<file path="config.mk">
export PLATFORM = sky130hd
export DESIGN_NAME = soc_system_led_pwm_pio
export DESIGN_NICKNAME = d
export VERILOG_FILES = /design/src/rtl/soc_system_led_pwm_pio.sv
export SDC_FILE = /design/constraint.sdc
export NUM_CORES = 1
export LEC_CHECK = 0
export ABC_AREA = 1
export CORE_MARGIN = 5
export CORE_UTILIZATION = 50
export CTS_CLUSTER_DIAMETER = 120
export DETAILED_ROUTE_END_ITERATION = 16
export GPL_TIMING_DRIVEN = 0
export PLACE_DENSITY_LB_ADDON = 0.1
export SLEW_MARGIN = 40
export SYNTH_ARGS = -nofsm -noshare
export SYNTH_HDL_FRONTEND = slang
export SYNTH_SLANG_ARGS = --single-unit
</file>
<file path="constraint.sdc">
create_clock -name clk -period 1.78 [get_ports clk]
set_input_delay 0.178 -clock clk [delete_from_list [all_inputs] [get_ports clk]]
set_output_delay 0.178 -clock clk [all_outputs]
set_load 0.1 [all_outputs]
</file>
<file path="src/rtl/soc_system_led_pwm_pio.sv">
// Avalon-MM LED port with WIDTH channels. Supports atomic set, clear and toggle,
// per-channel PWM dimming with a shadowed duty cycle, and optional blink gating.
module soc_system_led_pwm_pio #(
    parameter int WIDTH    = 8,
    parameter int PWM_BITS = 8,
    parameter int PRESCALE = 50
) (
    input  logic             clk,
    input  logic             reset_n,
    input  logic [2:0]       address,
    input  logic             chipselect,
    input  logic             write_n,
    input  logic [31:0]      writedata,
    output logic [31:0]      readdata,
    output logic [WIDTH-1:0] out_port
);

    typedef enum logic [2:0] {
        REG_DATA   = 3'd0,
        REG_MODE   = 3'd1,
        REG_DUTY   = 3'd2,
        REG_BLINK  = 3'd3,
        REG_SET    = 3'd4,
        REG_CLEAR  = 3'd5,
        REG_TOGGLE = 3'd6,
        REG_STATUS = 3'd7
    } reg_addr_e;

    localparam int              PRE_W    = (PRESCALE > 1) ? $clog2(PRESCALE) : 1;
    localparam logic [PRE_W-1:0] PRE_LAST = PRE_W'(PRESCALE - 1);

    logic [WIDTH-1:0]    data_r;
    logic [WIDTH-1:0]    mode_r;
    logic [PWM_BITS-1:0] duty_r;
    logic [PWM_BITS-1:0] duty_act;
    logic [15:0]         blink_r;
    logic [15:0]         blink_cnt;
    logic                phase;
    logic [PRE_W-1:0]    pre_cnt;
    logic [PWM_BITS-1:0] pwm_cnt;

    logic             wr;
    logic [WIDTH-1:0] wd;
    logic             tick;
    logic             period_end;
    logic             pwm_on;
    logic [WIDTH-1:0] gate;
    reg_addr_e        addr_e;

    // Upper write-data bits are intentionally ignored for narrow registers.
    logic unused_writedata;
    assign unused_writedata = ^writedata;

    assign addr_e     = reg_addr_e'(address);
    assign wr         = chipselect & ~write_n;
    assign wd         = writedata[WIDTH-1:0];
    assign tick       = (pre_cnt == PRE_LAST);
    assign period_end = tick & (&pwm_cnt);
    assign pwm_on     = (pwm_cnt < duty_act);
    assign gate       = {WIDTH{pwm_on & phase}};

    always_ff @(posedge clk or negedge reset_n) begin
        if (!reset_n) begin
            data_r  <= '0;
            mode_r  <= '0;
            duty_r  <= '0;
            blink_r <= '0;
        end else if (wr) begin
            case (addr_e)
                REG_DATA:   data_r  <= wd;
                REG_MODE:   mode_r  <= wd;
                REG_DUTY:   duty_r  <= writedata[PWM_BITS-1:0];
                REG_BLINK:  blink_r <= writedata[15:0];
                REG_SET:    data_r  <= data_r | wd;
                REG_CLEAR:  data_r  <= data_r & ~wd;
                REG_TOGGLE: data_r  <= data_r ^ wd;
                default:    ;
            endcase
        end
    end

    // NOTE: duty_act samples duty_r with a non-blocking read, so a DUTY write on
    // the same edge as period_end loads the previous value; the new one waits a period.
    always_ff @(posedge clk or negedge reset_n) begin
        if (!reset_n) begin
            pre_cnt  <= '0;
            pwm_cnt  <= '0;
            duty_act <= '0;
        end else begin
            pre_cnt <= tick ? '0 : pre_cnt + PRE_W'(1);
            if (tick)
                pwm_cnt <= pwm_cnt + PWM_BITS'(1);
            if (period_end)
                duty_act <= duty_r;
        end
    end

    // Blink phase flips every blink_r PWM periods; a BLINK write restarts it high.
    always_ff @(posedge clk or negedge reset_n) begin
        if (!reset_n) begin
            blink_cnt <= '0;
            phase     <= 1'b1;
        end else if (wr && addr_e == REG_BLINK) begin
            blink_cnt <= '0;
            phase     <= 1'b1;
        end else if (blink_r == 16'd0) begin
            blink_cnt <= '0;
            phase     <= 1'b1;
        end else if (period_end) begin
            if (blink_cnt == blink_r - 16'd1) begin
                blink_cnt <= '0;
                phase     <= ~phase;
            end else begin
                blink_cnt <= blink_cnt + 16'd1;
            end
        end
    end

    always_ff @(posedge clk or negedge reset_n) begin
        if (!reset_n)
            out_port <= '0;
        else
            out_port <= data_r & (~mode_r | gate);
    end

    always_comb begin
        readdata = '0;
        case (addr_e)
            REG_DATA:   readdata = 32'(data_r);
            REG_MODE:   readdata = 32'(mode_r);
            REG_DUTY:   readdata = 32'(duty_r);
            REG_BLINK:  readdata = 32'(blink_r);
            REG_STATUS: readdata = 32'(out_port);
            default:    readdata = '0;
        endcase
    end

endmodule

</file>
Yosys cells after proc, flatten, opt, wreduce, memory -nomap -nowiden
Cells that the tools add are included.
- $lt $le $gt $ge: 1
- equal/unequal tests: 9
- bitwise logic cells: 12
- muxes and demuxes: 11
- $add $sub $neg: 4
- reductions and logical operators: 12
- operators with widths (operator ; number):
    $pmux W16 S5 ; 1
    $mux W16 ; 4
    $pmux W8 S4 ; 1
    $add A16 B1 Y16 const B ; 1
    $and A8 B8 Y8 ; 2
    $eq A16 B16 Y1 ; 1
    $logic_not A16 Y1 ; 1
    $not A8 Y8 ; 2
    $or A8 B8 Y8 ; 2
    $sub A16 B1 Y16 const B ; 1
    $eq A3 B3 Y1 const B ; 4
    $reduce_and A2 Y1 ; 5
    $add A8 B1 Y8 const B ; 1
    $lt A8 B8 Y1 ; 1
    $reduce_and A8 Y1 ; 1
    $xor A8 B8 Y8 ; 1
    $add A6 B1 Y6 const B ; 1
    $eq A3 B2 Y1 const B ; 2
    $eq A6 B6 Y1 const B ; 1
    $mux W6 ; 1
    $reduce_bool A3 Y1 ; 2
    $mux W1 ; 4
    $reduce_bool A4 Y1 ; 1
    $and A1 B1 Y1 ; 3
    4 further kinds ; 5
- register bits: 87
- input port bits: 39
- word-level logic and storage cells: 59
- output and inout bits: 40

Logic depth before layout (Yosys ltp)
Gate-level depths: netlist of run 1.
- depth after elaboration: 6
- gate-level depth with buffers: 17
- depth with buffers taken out: 16

Least setup slack after synthesis of run 1
Ideal clock, no wire load.
- kind: input -> output
- start: in address[2]
- end: out readdata[0]
- slack: -0.658 ns
- data arrival time: 2.260 ns
- path buffers: 1
- required time: 1.602 ns
- stages: 4
- cells stage by stage: buf_2 > nor3_1 > inv_2 > o2111ai_1
- word-level cells in the longest chain between the ends: 2
- elaborated cells between the ends (all ways): 6
- those cells by class: 4 x eq/ne; 1 x mux; 1 x reduce/logical
- ends and longest elaborated chain (what ; RTL line ; RTL):
    start: declaration ; 10 ; input logic [2:0] address,
    $eq A3 B3 Y1, or another cell as far along ; 128 ; case (addr_e)
    $pmux W16 S5 * ; 128 ;
    end: declaration ; 14 ; output logic [31:0] readdata,
Every way passes the cells marked *; elsewhere a longest branch is shown, timed or not.

Worst setup path in the final report of run 1
- start: reg blink_r[1]
- end: reg blink_cnt[11]
- word-level cells in the longest chain between the ends: 6
- elaborated cells between the ends (all ways): 8
- those cells by class: 1 x add/sub; 1 x eq/ne; 4 x mux; 2 x reduce/logical
- ends and longest elaborated chain (what ; RTL line ; RTL):
    start: declaration ; 36 ; logic [15:0] blink_r;
    start signal: assignment ; 73 ; REG_BLINK: blink_r <= writedata[15:0];
    $sub A16 B1 Y16 ; 110 ; if (blink_cnt == blink_r - 16'd1) begin
    $eq A16 B16 Y1 ; 110 ;
    $mux W16 ; 110 ;
    $mux W16 ; 109 ; end else if (period_end) begin
    $mux W16 ; 106 ; end else if (blink_r == 16'd0) begin
    $mux W16 ; 103 ; end else if (wr && addr_e == REG_BLINK) begin
    end signal: assignment ; 114 ; blink_cnt <= blink_cnt + 16'd1;
    end: declaration ; 37 ; logic [15:0] blink_cnt;
Parallel ways exist; a longest one is shown, timed or not. The select of a mux whose other input is x is not followed.
A chain may end at the register's enable or synchronous reset.

==> results of run 1 <==
-- sequential cells by signal, indices dropped and copies added (netlist names) --
name / cells
blink_cnt: 16
blink_r: 16
data_r: 8
duty_act: 8
duty_r: 8
mode_r: 8
out_port: 8
phase: 1
pre_cnt: 6
pwm_cnt: 8
-- through the flow --
stage / hold slack (ns) / util / setup TNS, ns
CTS: 0.209 / 0.629 / -3.63
finish: 0.231 / 0.650 / -4.99
global placement: 0.462 / 0.582 / -268.95
floorplan: -0.118 / - / -2.89
detailed placement: 0.0663 / 0.574 / -31.75
global route: 0.227 / 0.650 / -8.50
-- logic make-up after synthesis --
| family | Yosys count | synth area share |
|---|---|---|
| and+or+nand+nor | 305 | 0.260 |
| buffers and inverters | 127 | 0.105 |
| AOI/OAI and AO/OA | 102 | 0.115 |
| DFF | 87 | 0.404 |
| xor gates and xnor gates | 31 | 0.0504 |
| adders and majority gates | 28 | 0.0650 |
| other | 1 | 0.000696 |
-- final timing paths --
| kind | depth (start not counted) | endpoint | slack [ns] | startpoint |
|---|---|---|---|---|
| max reg2reg | 16 | blink_cnt[11] | -0.32 | blink_r[1] |
| max | 16 | blink_cnt[11] | -0.32 | blink_r[1] |
| min reg2reg | 2 | duty_act[3] | 0.49 | duty_act[3] |
| min | 2 | pwm_cnt[3] | 0.23 | reset_n |
| min in group clk | 3 | blink_r[15] | 0.36 | writedata[15] |
| max in group asynchronous | 3 | blink_cnt[15] | 0.96 | reset_n |
-- placed cells by master, fill, tap and decap left out, types with 5 or more instances in the layout --
master           synthesis  layout
nand3_2                  3       6
nor2_1                  57      49
nand3_1                 29      26
buf_2                    1       9
clkbuf_8                 0       9
conb_1                   1      16
a21oi_2                  0       7
dfrtp_2                  0       5
a21oi_1                 14       7
o21ai_0                 52      52
o2111ai_4                0       8
buf_6                    1      14
nor2_2                  12      15
xor2_1                  22      22
a22oi_2                  0       7
xnor2_1                  9       9
o211ai_1                 9       9
nor3_2                   5       6
o2111ai_1               17       8
nand2_2                  5       5
inv_1                   96      94
buf_4                   16      39
clkbuf_1                 7       7
nor2_4                   3       8
buf_12                   1       7
ha_1                    28      26
nand2_1                169     167
clkdlybuf4s50_1          0      18
nand3b_1                 5       5
dfrtp_1                 86      81
-- cell usage after synthesis, drive strengths merged --
cell type	instances
nand2	176
inv	99
dfrtp	86
nor2	74
o21ai	52
nand3	33
ha	28
xor2	22
buf	19
o2111ai	17
a21oi	14
nor3	10
o211ai	9
xnor2	9
a22oi	8
clkbuf	8
nand3b	5
nand4	4
or2	3
a21boi	1
clkinv	1
conb	1
dfstp	1
o21bai	1
-- power breakdown --
group | total [uW] | internal (uW) | switching (uW)
registers | 2490 | 2220 | 269
logic | 2330 | 751 | 1580
clock network | 1510 | 682 | 824
total | 6320 | 3650 | 2680
-- critical path, delay by kind of cell, from the launching register on --
| family | cells | cell delay (ns) |
|---|---|---|
| adders and majority gates | 1 | 0.15 |
| buffers and inverters | 4 | 0.36 |
| DFF | 1 | 0.46 |
| and+or+nand+nor | 11 | 1.02 |
-- metal layers --
layer | global-route usage | vias up
li1 | - | 2352
met1 | 0.300 | 2240
met2 | 0.352 | 135
met3 | 0.0424 | 16
met4 | 0.0618 | 0
met5 | 0 | -
-- repair_timing --
action	4_1_cts	5_1_grt
hold endpoints to repair	82	0
pin swaps	5	13
setup endpoints to repair	58	47
setup buffers	19	7
cloned	1	1
hold buffers	1	0
gates resized for setup	62	42
-- area by class of cell --
class / instances / area share
clock buffer: 9 / 0.0178
multi-input combinational: 482 / 0.437
tap: 140 / 0.0252
buffer: 27 / 0.0270
timing repair inverter: 1 / 0.000720
clock inverter: 7 / 0.0131
timing repair buffer: 74 / 0.107
inverter: 100 / 0.0574
sequential: 87 / 0.314
==> run_results.csv, run 1 <==
group,metric,value,unit
outcome,outcome,"finished with violations",
outcome,violations,"setup timing",
cts,clock_tree.htree_level_count,3,
logic_synthesis,synth_largest_type_area_fraction,0.399,
cts,tritoncts.num_buffers,9,
grt,groute.usage.overall,0.218,
sta,finalMaxSlewViolations,0,
logic_synthesis,syn_area_per_cell,7.92,um2
placed_design,post_dp_cell_area,0.00614,mm2
drt,route.layer.met1.wl,6370,um
critical_path,timing.critical_path.required,2.05,ns
sta,timing.final.crit_share,1.18,
logic_synthesis,syn_inst,681,
finish,layout-area-overhead-vs-synth,29.0,%
critical_path,crit_slowest_cell,"dfrtp_2",
floorplan,initial_core_util,0.504,
drt,drcViolationCount,0,
logic_synthesis,netlist_area,0.00539,mm2
drt,drt-initial-drc-count,393,
floorplan,chipHeight,114,um
floorplan,ios,79,
drt,viasPerCell,5.12,
cts,cts_tree,"done",
pwr,power.static_leakage,0.00331,uW
placed_design,portBuffers,45,
finish,fin_nets,849,
floorplan,core-area,0.0107,mm2
finish,multi_input_comb_area,0.00304,mm2
drt,topRoutingLayerUsed,"met4",
sta,clock_skew,0.0135,ns
cts,clockRootBuffer,"clkbuf_8",
flow_run,maxCapViolations,0,
logic_synthesis,synth_seq_area_share,0.404,
grt,largest_net_degree_at_the_start_of_global_routing,61,
sta,final-hold-violation-count,0,
logic_synthesis,yosys_register_bits,87,
finish,n_fill_cell,890,
grt,grt_first_pass_wirelength,22500,um
finish,num_antenna_cells,0,
critical_path,critical_path_peak_fanout,7,
finish,area_of_all_placed_cells_without_fillers,0.00695,mm2
grt,vias_in_the_first_global_route,4598,
placed_design,detailedPlace.worstSlack,-0.783,ns
worst_hold_path,worst_hold_path_type,"input pin to asynchronous set/reset pin",
drt,routed-wl-met2,6270,um
sta,max-slew-margin-rel,0.601,
sta,setup_viol,26,
pwr,cellPowerDensity,909,mW/mm2
sta,postLayoutSetupSlackWorst,-0.324,ns
drt,met3_wirelength,708,um
critical_path,worstPathArrival,2.38,ns
cts,worst_skew_pair.late_latency,0.39,ns
placed_design,post-dp-hpwl,9820,um
drt,detailroute.via_count,4743,
floorplan,die_area,0.0130,mm2
critical_path,slowest_delay,0.46,ns
critical_path,worstSetupEndpointType,"flop",
drt,routed_wl,13600,um
grt,grt_ovf,0,
drt,drt_pre_antenna_iters,5,
critical_path,crit_path_cell_trace,"inv_2, ha_4, nand2_4, nor2_4, nand3_2, nand2_1, nand2_1, inv_1, nand2_1, nor2_2, nand2_1, nand2_2, nand2_4, inv_6, clkbuf_16, nor2_2",
placed_design,globalplace.congestion,0.858,
floorplan,fp-row-count,38,
placed_design,numPlacedInstances,882,
finish,final_layout_size_suffix_gt1_frac,0.231,
pwr,max-vdd-ir-drop,687,uV
finish,layout.area.seq,0.00218,mm2
sta,fmax,475,MHz
cts,cts_num_sinks,87,
drt,wl_per_cell,14.6,um
sta,tightest_slew,0.595,ns
critical_path,critical_path.most_common_cell,"nand2_1",
drt,drt.antenna.violating_nets,0,
cts,cts.reportedPaths.clkPinSlew,0.10,ns
critical_path,startpoint_type,"flop",
critical_path,crit_type,"flop to flop",
logic_synthesis,synth_area_leaders,"dfrtp_1, nand2_1, inv_1",
finish,layoutNonFillerInstCount,927,
floorplan,fp.dieW,114,um
pwr,post-layout-total-power,6320,uW
logic_synthesis,yosysUniqueCellTypes,38,
cts,clock_tree.buffer_depth,2,
logic_synthesis,number_of_warnings_printed_during_yosys_synthesis,0,
sta,rsz0062_at_grt,"true",
grt,antenna_found_initial,0,
sta,post-route-min-period,2.10,ns
logic_synthesis,synthDominantAreaCellType,"dfrtp_1",
No activity file was read; power rests on OpenSTA's default activity.
==> run 2: changes to the inputs <==
--- a/config.mk
+++ b/config.mk
@@ -7,6 +7,7 @@
 export LEC_CHECK = 0
 export ABC_AREA = 1
+export CAP_MARGIN = 10
 export CORE_MARGIN = 5
-export CORE_UTILIZATION = 50
+export CORE_UTILIZATION = 45
 export CTS_CLUSTER_DIAMETER = 120
 export DETAILED_ROUTE_END_ITERATION = 16
==> constraint.sdc (replaced) <==
create_clock -name clk -period 1.78 [get_ports clk]
set_input_delay 0.534 -clock clk [delete_from_list [all_inputs] [get_ports clk]]
set_output_delay 0.534 -clock clk [all_outputs]
set_load 0.1 [all_outputs]
==> run 2 against run 1 <==
The flow still finishes with violations (setup timing). Clock-buffer cell count grew 2. Register-to-register slack is essentially flat. First-iteration DRC count shrank 33%. Critical path depth is the same. Flip-flop and latch count is the same. Wire length grew 5.9%. Via count grew 2.1%. Core utilization shrank 1.9 points. Non-clock buffer count grew 13. Highest routed layer unchanged.
==> run_results.csv, run 2 (synthesis gave the netlist of run 1 again) <==
group,metric,value,unit
drt,drt.antenna.violating_nets,0,
sta,post-route-min-period,2.10,ns
finish,multi_input_comb_area,0.00319,mm2
critical_path,startpoint_type,"flop",
sta,fmax,477,MHz
placed_design,portBuffers,45,
pwr,max-vdd-ir-drop,654,uV
grt,grt_first_pass_wirelength,24000,um
placed_design,detailedPlace.worstSlack,-1.58,ns
floorplan,initial_core_util,0.455,
critical_path,timing.critical_path.required,2.01,ns
cts,cts_num_sinks,87,
sta,final-hold-violation-count,0,
finish,most_common_cell_after_layout_fill_and_taps_aside,"nand2_1",
sta,postLayoutSetupSlackWorst,-0.315,ns
finish,registers_with_the_most_flip_flops,"blink_cnt (16), blink_r (16)",
drt,viasPerCell,5.10,
drt,drcViolationCount,0,
finish,final_layout_size_suffix_gt1_frac,0.288,
finish,fin_nets,864,
floorplan,ios,79,
cts,clock_tree.htree_level_count,3,
cts,clock_tree.buffer_depth,2,
finish,num_antenna_cells,0,
cts,clockRootBuffer,"clkbuf_16",
pwr,post-layout-total-power,6930,uW
outcome,violations,"setup timing",
sta,rsz0062_at_grt,"true",
sta,tightest_slew,0.579,ns
drt,drt-initial-drc-count,262,
placed_design,numPlacedInstances,889,
placed_design,globalplace.congestion,0.856,
drt,wl_per_cell,15.1,um
sta,finalMaxSlewViolations,0,
grt,groute.usage.overall,0.208,
worst_hold_path,worst_hold_path_type,"input pin to asynchronous set/reset pin",
floorplan,fp-row-count,40,
critical_path,worstSetupEndpointType,"flop",
sta,clock_skew,0.00641,ns
finish,area_of_all_placed_cells_without_fillers,0.00748,mm2
floorplan,chipHeight,119,um
placed_design,post-dp-hpwl,10000,um
outcome,outcome,"finished with violations",
floorplan,die_area,0.0143,mm2
finish,final_core_util,0.631,
cts,worst_skew_pair.late_latency,0.35,ns
sta,max-slew-margin-rel,0.612,
finish,layoutNonFillerInstCount,949,
drt,routed_wl,14400,um
sta,setup_viol,35,
pwr,cellPowerDensity,926,mW/mm2
floorplan,fp.dieW,119,um
cts,cts.reportedPaths.clkPinSlew,0.07,ns
floorplan,core-area,0.0119,mm2
finish,n_fill_cell,978,
sta,timing.final.crit_share,1.18,
critical_path,critical_path_peak_fanout,10,
cts,cts_tree,"done",
drt,drt_pre_antenna_iters,5,
flow_run,maxCapViolations,0,
cts,tritoncts.num_buffers,9,
finish,layout.area.seq,0.00218,mm2
grt,antenna_found_initial,0,
finish,most-common-layout-cells,"nand2_1, inv_1, dfrtp_1",
grt,largest_net_degree_at_the_start_of_global_routing,61,
placed_design,post_dp_cell_area,0.00626,mm2
pwr,power.static_leakage,0.00350,uW
drt,detailroute.via_count,4843,
grt,grt_ovf,0,
critical_path,crit_type,"flop to flop",
finish,layout-area-overhead-vs-synth,38.8,%
critical_path,worstPathArrival,2.32,ns
grt,vias_in_the_first_global_route,4820,
run 2: final timing paths:
path | startpoint | to | slack (ns) | cells past startpoint
max | blink_r[1] | blink_cnt[5] | -0.32 | 16
min | reset_n | pre_cnt[5] | 0.05 | 1
max reg2reg | blink_r[1] | blink_cnt[5] | -0.32 | 16
min reg2reg | duty_act[7] | duty_act[7] | 0.48 | 2
max in group asynchronous | reset_n | blink_r[9] | 1.14 | 2
min in group clk | duty_act[7] | duty_act[7] | 0.48 | 2
run 2: worst max-delay path, cell delays in order, from the launching register on:
cell and delay, ns:
dfrtp_2 0.45, inv_2 0.10, ha_4 0.15, nand2_4 0.06, nor2_4 0.22, nand3b_1 0.12
nand2_1 0.08, nand2_1 0.04, inv_1 0.04, nand2_1 0.06, nor2_2 0.12, nand2_1 0.09
nand2_2 0.11, nand2_4 0.08, inv_4 0.07, buf_12 0.13, nor2_2 0.04
run 2: layout make-up:
| class | instances | area share |
|---|---|---|
| multi-input combinational | 484 | 0.426 |
| sequential | 87 | 0.292 |
| timing repair buffer | 88 | 0.132 |
| inverter | 100 | 0.0543 |
| clock buffer | 11 | 0.0324 |
| buffer | 26 | 0.0284 |
| tap | 147 | 0.0246 |
| clock inverter | 5 | 0.00870 |
| timing repair inverter | 1 | 0.000836 |
run 2: power by group:
| group | switching (uW) | internal (uW) |
|---|---|---|
| Combinational | 1630 | 812 |
| Clock | 832 | 1140 |
| Sequential | 290 | 2220 |
run 2: through the flow:
| step | hold slack, ns | setup TNS [ns] |
|---|---|---|
| 3_3_place_gp | 0.463 | -340.62 |
| 2_1_floorplan | 0.238 | -7.01 |
| 6_report | 0.0502 | -9.26 |
| 3_5_place_dp | 0.426 | -70.04 |
| 5_1_grt | 0.0543 | -14.10 |
| 4_1_cts | 0.0499 | -8.18 |
run 2: layer usage:
metal	GRT usage	part of all wire	vias to the layer above
met3	0.0508	0.050	19
met5	0	0	-
met1	0.288	0.46	2302
met4	0.0551	0.016	0
li1	-	-	2391
met2	0.328	0.47	131
run 2: repair_timing:
item	in CTS	in global routing
setup buffers	28	14
hold endpoints to repair	0	0
cloned	3	0
hold buffers	0	0
gates resized for setup	145	27
pin swaps	22	17
endpoints found under the setup margin	82	66
